[src/rtl/pattern_merge_pipe.sv]
// Per-channel reduction patterns, merged and registered through a DEPTH-stage valid/ready pipe.
// Optional sticky_flags output enabled by defining PATTERN_MERGE_STICKY_EN.
module pattern_merge_pipe #(
  parameter int CH    = 3,
  parameter int W     = 5,
  parameter int DEPTH = 2,
  parameter int CNT_W = 16
) (
  input  logic                blif_clk_net,
  input  logic                blif_reset_net,
  input  logic                in_valid,
  output logic                in_ready,
  input  logic [CH*W-1:0]     in_data,
  input  logic [1:0]          in_mode,
  output logic                out_valid,
  input  logic                out_ready,
  output logic [CH-1:0]       out_merge,
  output logic                out_any,
  output logic                out_all,
  output logic [CNT_W-1:0]    match_cnt,
  input  logic                cnt_clr
`ifdef PATTERN_MERGE_STICKY_EN
  ,
  output logic [CH-1:0]       sticky_flags
`endif
);

  // Majority means strictly more than half the bits set, using integer W/2.
  function automatic logic pattern_bit(input logic [W-1:0] x, input logic [1:0] mode);
    int ones;
    logic r;
    ones = 0;
    for (int i = 0; i < W; i++) begin
      ones = ones + int'(x[i]);
    end
    case (mode)
      2'b00:   r = ~|x;
      2'b01:   r = ~&x;
      2'b10:   r = ^x;
      default: r = (ones > (W / 2));
    endcase
    return r;
  endfunction

  logic [CH-1:0]    p;
  logic             adv;
  logic [DEPTH-1:0] stg_valid;
  logic [DEPTH-1:0] stg_any;
  logic [DEPTH-1:0] stg_all;
  logic [CH-1:0]    stg_merge [DEPTH];

  always_comb begin
    p = '0;
    for (int c = 0; c < CH; c++) begin
      p[c] = pattern_bit(in_data[c*W +: W], in_mode);
    end
  end

  assign out_valid = stg_valid[DEPTH-1];
  assign out_merge = stg_merge[DEPTH-1];
  assign out_any   = stg_any[DEPTH-1];
  assign out_all   = stg_all[DEPTH-1];
  assign adv       = ~out_valid | out_ready;
  assign in_ready  = adv;

  // The whole pipe advances or holds as one; bubbles travel like beats.
  always_ff @(posedge blif_clk_net or negedge blif_reset_net) begin
    if (!blif_reset_net) begin
      stg_valid <= '0;
      stg_any   <= '0;
      stg_all   <= '0;
      for (int s = 0; s < DEPTH; s++) begin
        stg_merge[s] <= '0;
      end
    end else if (adv) begin
      stg_valid[0] <= in_valid;
      stg_merge[0] <= p;
      stg_any[0]   <= |p;
      stg_all[0]   <= &p;
      for (int s = 1; s < DEPTH; s++) begin
        stg_valid[s] <= stg_valid[s-1];
        stg_merge[s] <= stg_merge[s-1];
        stg_any[s]   <= stg_any[s-1];
        stg_all[s]   <= stg_all[s-1];
      end
    end
  end

  always_ff @(posedge blif_clk_net or negedge blif_reset_net) begin
    if (!blif_reset_net) begin
      match_cnt <= '0;
    end else if (cnt_clr) begin
      match_cnt <= '0;
    end else if (out_valid && out_ready && out_all && (match_cnt != {CNT_W{1'b1}})) begin
      match_cnt <= match_cnt + {{(CNT_W-1){1'b0}}, 1'b1};
    end
  end

`ifdef PATTERN_MERGE_STICKY_EN
  always_ff @(posedge blif_clk_net or negedge blif_reset_net) begin
    if (!blif_reset_net) begin
      sticky_flags <= '0;
    end else if (cnt_clr) begin
      sticky_flags <= '0;
    end else if (out_valid && out_ready) begin
      sticky_flags <= sticky_flags | out_merge;
    end
  end
`endif

endmodule

[config.mk]
export PLATFORM = sky130hd
export DESIGN_NAME = pattern_merge_pipe
export DESIGN_NICKNAME = d
export VERILOG_FILES = /design/src/rtl/pattern_merge_pipe.sv
export SDC_FILE = /design/constraint.sdc
export NUM_CORES = 1
export LEC_CHECK = 0
export CORE_MARGIN = 3
export CORE_UTILIZATION = 46
export DETAILED_ROUTE_END_ITERATION = 12
export HOLD_SLACK_MARGIN = 0.06
export PLACE_DENSITY = 0.8
export SLEW_MARGIN = 15
export SYNTH_ARGS = -nofsm -noshare
export SYNTH_HDL_FRONTEND = slang
export SYNTH_SLANG_ARGS = --single-unit
[constraint.sdc]
create_clock -name blif_clk_net -period 1.5 [get_ports blif_clk_net]
set_input_delay 0.3 -clock blif_clk_net [delete_from_list [all_inputs] [get_ports blif_clk_net]]
set_output_delay 0.3 -clock blif_clk_net [all_outputs]
set_load 0.01 [all_outputs]
==> results of run 1 <==
==> power groups by stage <==
| stage | clock (W) | combinational, W | sequential (W) |
|---|---|---|---|
| after floorplan | 0 | 0.000322 | 0.000871 |
| after global placement | 0 | 0.000599 | 0.000871 |
| after detailed placement | 0 | 0.000629 | 0.000873 |
| after CTS | 0.000616 | 0.000668 | 0.000859 |
| after global routing | 0.000636 | 0.000780 | 0.000870 |
| final | 0.000615 | 0.000708 | 0.000866 |
==> worst min path at each step <==
| stage | end | depth (start not counted) | startpoint |
|---|---|---|---|
| 2_1_floorplan | match_cnt[0] | 0 | blif_reset_net |
| 3_3_place_gp | stg_valid[0] | 2 | stg_valid[0] |
| 3_5_place_dp | stg_valid[1] | 1 | stg_valid[0] |
| 4_1_cts | match_cnt[5] | 2 | blif_reset_net |
| 5_1_grt | match_cnt[5] | 2 | blif_reset_net |
| 6_report | match_cnt[5] | 2 | blif_reset_net |
==> repair_timing <==
| item | in CTS | in global routing |
|---|---|---|
| endpoints found under the setup margin | 43 | 25 |
| buffers inserted | 18 | 4 |
| gates resized for setup | 126 | 40 |
| pin swaps | 29 | 15 |
==> flip-flops by register name, summed over array words and instances (netlist names) <==
register / cells
stg_valid: 2
out_merge: 3
stg_any: 2
stg_merge: 3
stg_all: 2
match_cnt: 16
==> layout make-up <==
class	instances	area [um^2]
Clock inverter	1	30.0
Tap cell	52	65.1
Timing Repair Buffer	121	1060
Sequential cell	28	704
Fill cell	222	739
Inverter	24	114
Clock buffer	3	41.3
Multi-Input combinational cell	168	1660
==> cell usage in the layout (no fill, tap or decap), types with 2 or more instances in the layout <==
cell,Yosys,final
inv_1,23,8
nor2_1,14,13
o31ai_1,4,2
fa_1,6,3
a21oi_1,14,3
and3b_1,2,2
a21oi_4,0,7
o21ai_1,1,5
a21oi_2,0,4
fa_2,0,3
mux2_4,0,8
o31ai_2,0,2
inv_4,0,3
nand2_1,33,31
inv_2,0,10
nand3_1,8,5
dfrtp_2,0,3
dlygate4sd2_1,0,19
and3_4,0,2
nand3_4,1,2
nand3_2,0,2
buf_4,4,68
dfrtp_1,28,25
ha_4,0,5
nand2b_1,5,5
clkbuf_8,0,3
inv_8,0,2
ha_1,19,14
buf_8,0,4
or4_4,0,3
nor2b_1,10,9
clkdlybuf4s50_1,0,11
xnor3_1,3,3
nor4_4,0,3
nand4_1,3,3
buf_6,1,16
==> metal layers <==
| metal | vias up | track usage |
|---|---|---|
| met2 | 65 | 0.484 |
| met5 | - | 0 |
| met4 | 0 | 0.0724 |
| li1 | 1013 | - |
| met1 | 1088 | 0.304 |
| met3 | 22 | 0.0328 |
==> stage by stage <==
stage	setup TNS, ps	setup slack, ps
after floorplan	-3430	-630
after global placement	-13090	-1280
after detailed placement	-14350	-1420
after CTS	-3270	-639
after global routing	-5320	-647
final	-4100	-569
==> worst register-to-register path, stage by stage (launching register included) <==
cell and delay, ps:
dfrtp_2 410, buf_4 140, and2_4 180, buf_4 140
nand4_1 190, a21oi_4 200, mux2_4 330
==> kinds of logic after synthesis <==
logic type,after synthesis,share of synthesized area
AND/OR/NAND/NOR,96,0.247
XOR/XNOR,3,0.0319
multiplexers,10,0.0525
buffers and inverters,33,0.0690
adder cells (fa/ha/maj),25,0.169
flip-flops,28,0.330
AO/OA/AOI/OAI,34,0.100
==> run_results.csv, run 1 <==
group,metric,value,unit
critical_path,cp_num_cells,9,
grt,grtUsageTotal,0.258,
floorplanning,coreArea,0.00441,mm^2
power,clkPwrFrac,0.281,
timing,relSlewSlack,0.687,
timing,maxSlewViolCount,0,
power,p_sw_frac,0.291,
routing,met1_length,2.70,mm
clocking,cts_tree,"yes",
routing,avgViaCountPerCell,5.51,
routing,ant_nets,0,
timing,worstMarginPinSlew,469,ps
flow_run,maxCapViolCount,0,
critical_path,worstPathArrival,2260,ps
synth,synth_top_flop_cell,"dfrtp_1",
cells_and_area,nNetsFinal,393,
synth,synth_top_cells_by_area,"dfrtp_1 (33%), ha_1 (11%), nand2_1 (5.8%)",
critical_path,slowest_delay,500,ps
critical_path,required,1690,ps
placement,dp_hpwl,4.28,mm
cells_and_area,final_area,0.00367,mm^2
floorplanning,rows,24,
critical_path,worst-r2r-setup-slack,-190,ps
clocking,cts-buffers-inserted,3,
synth,synth_edf_count,0,
floorplanning,die_x,73.9,um
timing,max_freq,483,MHz
synth,ys_ff_latch,28,
clocking,h-tree-depth,1,
placement,numPortBuffers,44,
placement,gp_congestion,0.814,
grt,grt_max_degree,29,
critical_path,cp_max_fo,2,
routing,drtIter0Drc,107,
status,failed_checks,"negative setup slack",
floorplanning,die-area,0.00546,mm^2
cells_and_area,finalNonFillerCells,397,
synth,syn_inst,229,
grt,grt_pass1_wl,10.7,mm
synth,avgSynthCellArea,9.26,um^2
critical_path,crit_slowest_cell,"fa_1",
cells_and_area,drive_gt1_frac,0.496,
clocking,root_buffer,"clkbuf_8",
critical_path,crit_path_end,"stg_all[0]",
critical_path,critPathKind,"input pin to flip-flop",
timing,period_minus_slack,2070,ps
power,power_density,596,mW/mm^2
synth,synth_top_area_cell,"dfrtp_1",
synth,yosys-top-cells-count,"nand2_1 (33), dfrtp_1 (28), inv_1 (23), ha_1 (19)",
clocking,clockBufferDepth,2,
placement,placed_area,0.00313,mm^2
clocking,insertion_delay,280,ps
power,internal_power,0.00155,W
power,total_power,0.00219,W
synth,syn-num-nets,276,
critical_path,crit_family,"adder cells",
synth,synth_warnings,0,
floorplanning,start_util,0.480,
timing,finalWorstSetupSlack,-569,ps
synth,ys_types,46,
cells_and_area,antenna_cells,0,
power,p_sw,0.000638,W
placement,dpl.cell_count,374,
routing,routedWlPerCell,18.1,um
floorplanning,dieHeight,73.9,um
synth,yosysMostFrequentCell,"nand2_1",
status,run_status,"finished, violations left",
timing,rsz0062_at_grt,"true",
routing,top_layer,"met4",
clocking,clk_pin_slew,100,ps
critical_path,rr_worst_depth,6,
critical_path,crit_chain,"buf_8, inv_8, fa_1, fa_2, ha_4, and3b_1, o221ai_2, nand3_2, o31ai_2",
timing,hold_ws,396,ps
cells_and_area,area_growth,73.3,%
timing,fin_skew,3.46,ps
floorplanning,io_pins,45,
critical_path,end_kind,"flip-flop",
critical_path,reg2reg_to,"match_cnt[9]",
grt,grt_pass1_vias,2262,
critical_path,crit_path_start_kind,"input pin",
critical_path,crit_buf_inv,2,
cells_and_area,fin_util,0.832,
critical_path,reg2reg_from,"match_cnt[0]",
timing,period_share,1.38,
power,p_leak,1.80,nW
routing,drcViolationCount,0,
routing,dr_wl_met2,3.95,mm
synth,syn_area,0.00212,mm^2
clocking,cts_num_sinks,28,
worst_hold_path,hold_class,"input pin to async pin",
power,power_frac_seq,0.395,
grt,antenna_found_initial,0,
timing,setup_viol,20,
routing,vias,2188,
routing,wl_met3,334,um
synth,synth.top_cell.area_share,0.330,
routing,drt_first_pass_iters,4,
timing,timing.final.hold_violations,0,
critical_path,crit_start,"in_data[0]",
grt,overflow,0,
synth,synth-seq-area-share,0.330,
synth,async_flop_share,1.00,
clocking,cts_hold_buf,0,
power,pwr-share-comb,0.323,
power,vdd.ir_drop.worst,0.000400,V
routing,drt-total-wl,7.17,mm
No activity file was read; power rests on OpenSTA's default activity.
==> run 2, diff against run 1 <==
--- a/config.mk
+++ b/config.mk
@@ -8,6 +8,7 @@
 export CORE_MARGIN = 3
 export CORE_UTILIZATION = 46
 export DETAILED_ROUTE_END_ITERATION = 12
+export GPL_TIMING_DRIVEN = 0
 export HOLD_SLACK_MARGIN = 0.06
 export PLACE_DENSITY = 0.8
 export SLEW_MARGIN = 15
==> constraint.sdc (replaced) <==
create_clock -name blif_clk_net -period 1.5 [get_ports blif_clk_net]
set_input_delay 0.225 -clock blif_clk_net [delete_from_list [all_inputs] [get_ports blif_clk_net]]
set_output_delay 0.225 -clock blif_clk_net [all_outputs]
set_load 0.01 [all_outputs]
==> run 2 against run 1 <==
The flow still finishes with violations (negative setup slack); wire length down 23%; fmax up 4.3%; total power is 2.2% lower; register-to-register slack got worse by 130 ps; clock skew up 5.4 ps; global-route usage fell by 5.3 points; sequential power is 2% lower; clock-buffer cell count stayed put; sequential cell count is the same; critical endpoint is now stg_any[0].
==> run_results.csv, run 2 (synthesized netlist as in run 1, its figures left out) <==
group,metric,value,unit
worst_hold_path,hold_class,"flip-flop to flip-flop",
clocking,cts_tree,"yes",
routing,routedWlPerCell,15.0,um
power,power_density,650,mW/mm^2
placement,dpl.cell_count,325,
floorplanning,start_util,0.480,
timing,timing.final.hold_violations,0,
routing,drtIter0Drc,167,
routing,drcViolationCount,0,
floorplanning,io_pins,45,
floorplanning,die_x,73.9,um
floorplanning,rows,24,
routing,vias,1981,
critical_path,crit_start,"in_data[1]",
routing,drt_first_pass_iters,4,
critical_path,crit_slowest_cell,"fa_1",
cells_and_area,largest_reg_flops,16,
critical_path,reg2reg_from,"match_cnt[13]",
timing,tns,-4970,ps
cells_and_area,regMostFlops,"match_cnt",
routing,drt-total-wl,5.53,mm
critical_path,crit_chain,"buf_8, inv_4, fa_1, fa_2, ha_4, and3b_1, o221ai_2, buf_4, a21oi_2, a31oi_1",
grt,grt_max_degree,29,
critical_path,end_kind,"flip-flop",
status,run_status,"finished, violations left",
placement,gp_congestion,0.785,
cells_and_area,finalNonFillerCells,368,
critical_path,crit_buf_inv,3,
cells_and_area,layout_commonest_cell,"buf_4",
clocking,cts-buffers-inserted,3,
floorplanning,die-area,0.00546,mm^2
clocking,cts_num_sinks,28,
cells_and_area,antenna_cells,0,
timing,rsz0062_at_grt,"true",
critical_path,required,1650,ps
grt,grt_pass1_vias,2031,
critical_path,crit_family,"adder cells",
timing,maxSlewViolCount,0,
clocking,clockBufferDepth,2,
worst_hold_path,hp-start,"stg_any[1]",
timing,max_freq,504,MHz
timing,worstMarginPinSlew,612,ps
placement,dp_hpwl,3.45,mm
clocking,insertion_delay,280,ps
timing,fin_skew,8.86,ps
timing,relSlewSlack,0.592,
routing,avgViaCountPerCell,5.38,
clocking,h-tree-depth,1,
clocking,clk_pin_slew,90,ps
cells_and_area,drive_gt1_frac,0.392,
flow_run,maxCapViolCount,0,
timing,setup_viol,20,
power,vdd.ir_drop.worst,0.000418,V
cells_and_area,area_growth,55.3,%
status,failed_checks,"negative setup slack",
cells_and_area,nNetsFinal,364,
grt,antenna_found_initial,0,
critical_path,critPathKind,"input pin to flip-flop",
critical_path,crit_path_start_kind,"input pin",
timing,finalWorstSetupSlack,-484,ps
floorplanning,coreArea,0.00441,mm^2
grt,overflow,0,
routing,ant_nets,0,
critical_path,worstPathArrival,2130,ps
critical_path,cp_max_fo,2,
clocking,root_buffer,"clkbuf_8",
timing,period_minus_slack,1980,ps
power,p_leak,1.75,nW
placement,numPortBuffers,44,
timing,period_share,1.32,
grt,grtUsageTotal,0.205,
grt,grt_pass1_wl,8.83,mm
floorplanning,dieHeight,73.9,um
critical_path,slowest_delay,490,ps
cells_and_area,layout_common_cells,"buf_4 (38), nand2_1 (29), dfrtp_1 (23)",
## run 2: changes by cell type in the layout (fill, tap and decap cells not counted), sizes merged
cell           delta
clkdlybuf4s15     +1
dlymetal6s2s     +13
clkdlybuf4s50     -3
buf              -35
dlygate4sd2       -9
clkbuf            +3
dlygate4sd3       +1
## run 2: what timing repair did
action	CTS	global route
pin swaps	20	11
hold buffers	1	0
setup buffers	25	12
gates resized for setup	93	33
cloned	1	0
hold endpoints to repair	28	0
endpoints found under the setup margin	26	32
## run 2: per-stage QoR
| stage | total power (W) | worst slack, ps | hold slack [ps] | instance area [um^2] | utilization |
|---|---|---|---|---|---|
| final | 0.00214 | -484 | 472 | 3290 | 0.746 |
| after CTS | 0.00213 | -527 | 471 | 3120 | 0.706 |
| after global routing | 0.00227 | -512 | 479 | 3290 | 0.746 |
| after global placement | 0.00142 | -1260 | 451 | 2740 | 0.620 |
| after floorplan | 0.00119 | -555 | -70.6 | 2230 | - |
| after detailed placement | 0.00143 | -1350 | 279 | 2730 | 0.618 |
## run 2: worst paths after layout
path | cells after the start | slack (ps) | to
setup reg to reg | 5 | -320 | match_cnt[5]
min in group asynchronous | 2 | 480 | match_cnt[3]
hold reg to reg | 2 | 470 | stg_any[1]
hold / removal | 2 | 470 | stg_any[1]
max in group asynchronous | 2 | 590 | match_cnt[6]
setup / recovery | 10 | -480 | stg_any[0]
## run 2: worst min-delay path, delay by kind of cell (launching register included)
| kind | cells | cell delay [ps] |
|---|---|---|
| and+or+nand+nor | 2 | 90 |
| DFF | 1 | 350 |
## run 2: where the power goes
group	total, W	internal (W)	switching (W)
registers	0.000852	0.000818	0.0000341
clock network	0.000595	0.000358	0.000237
logic	0.000694	0.000380	0.000314
total	0.00214	0.00156	0.000585
## run 2: per-layer routing
metal,vias to the layer above,global-route usage,wire length (um)
met1,954,0.243,2250
met5,-,0,0
met2,61,0.369,2920
met3,15,0.0369,215
li1,951,-,-
met4,0,0.0684,149
## run 2: layout make-up
cell class                      instances  area, um^2
Buffer                                  9        60.1
Clock buffer                            3        41.3
Clock inverter                          1        30.0
Fill cell                             281        1120
Inverter                               24         118
Multi-Input combinational cell        168        1480
Sequential cell                        28         707
Tap cell                               52        65.1
Timing Repair Buffer                   83         788
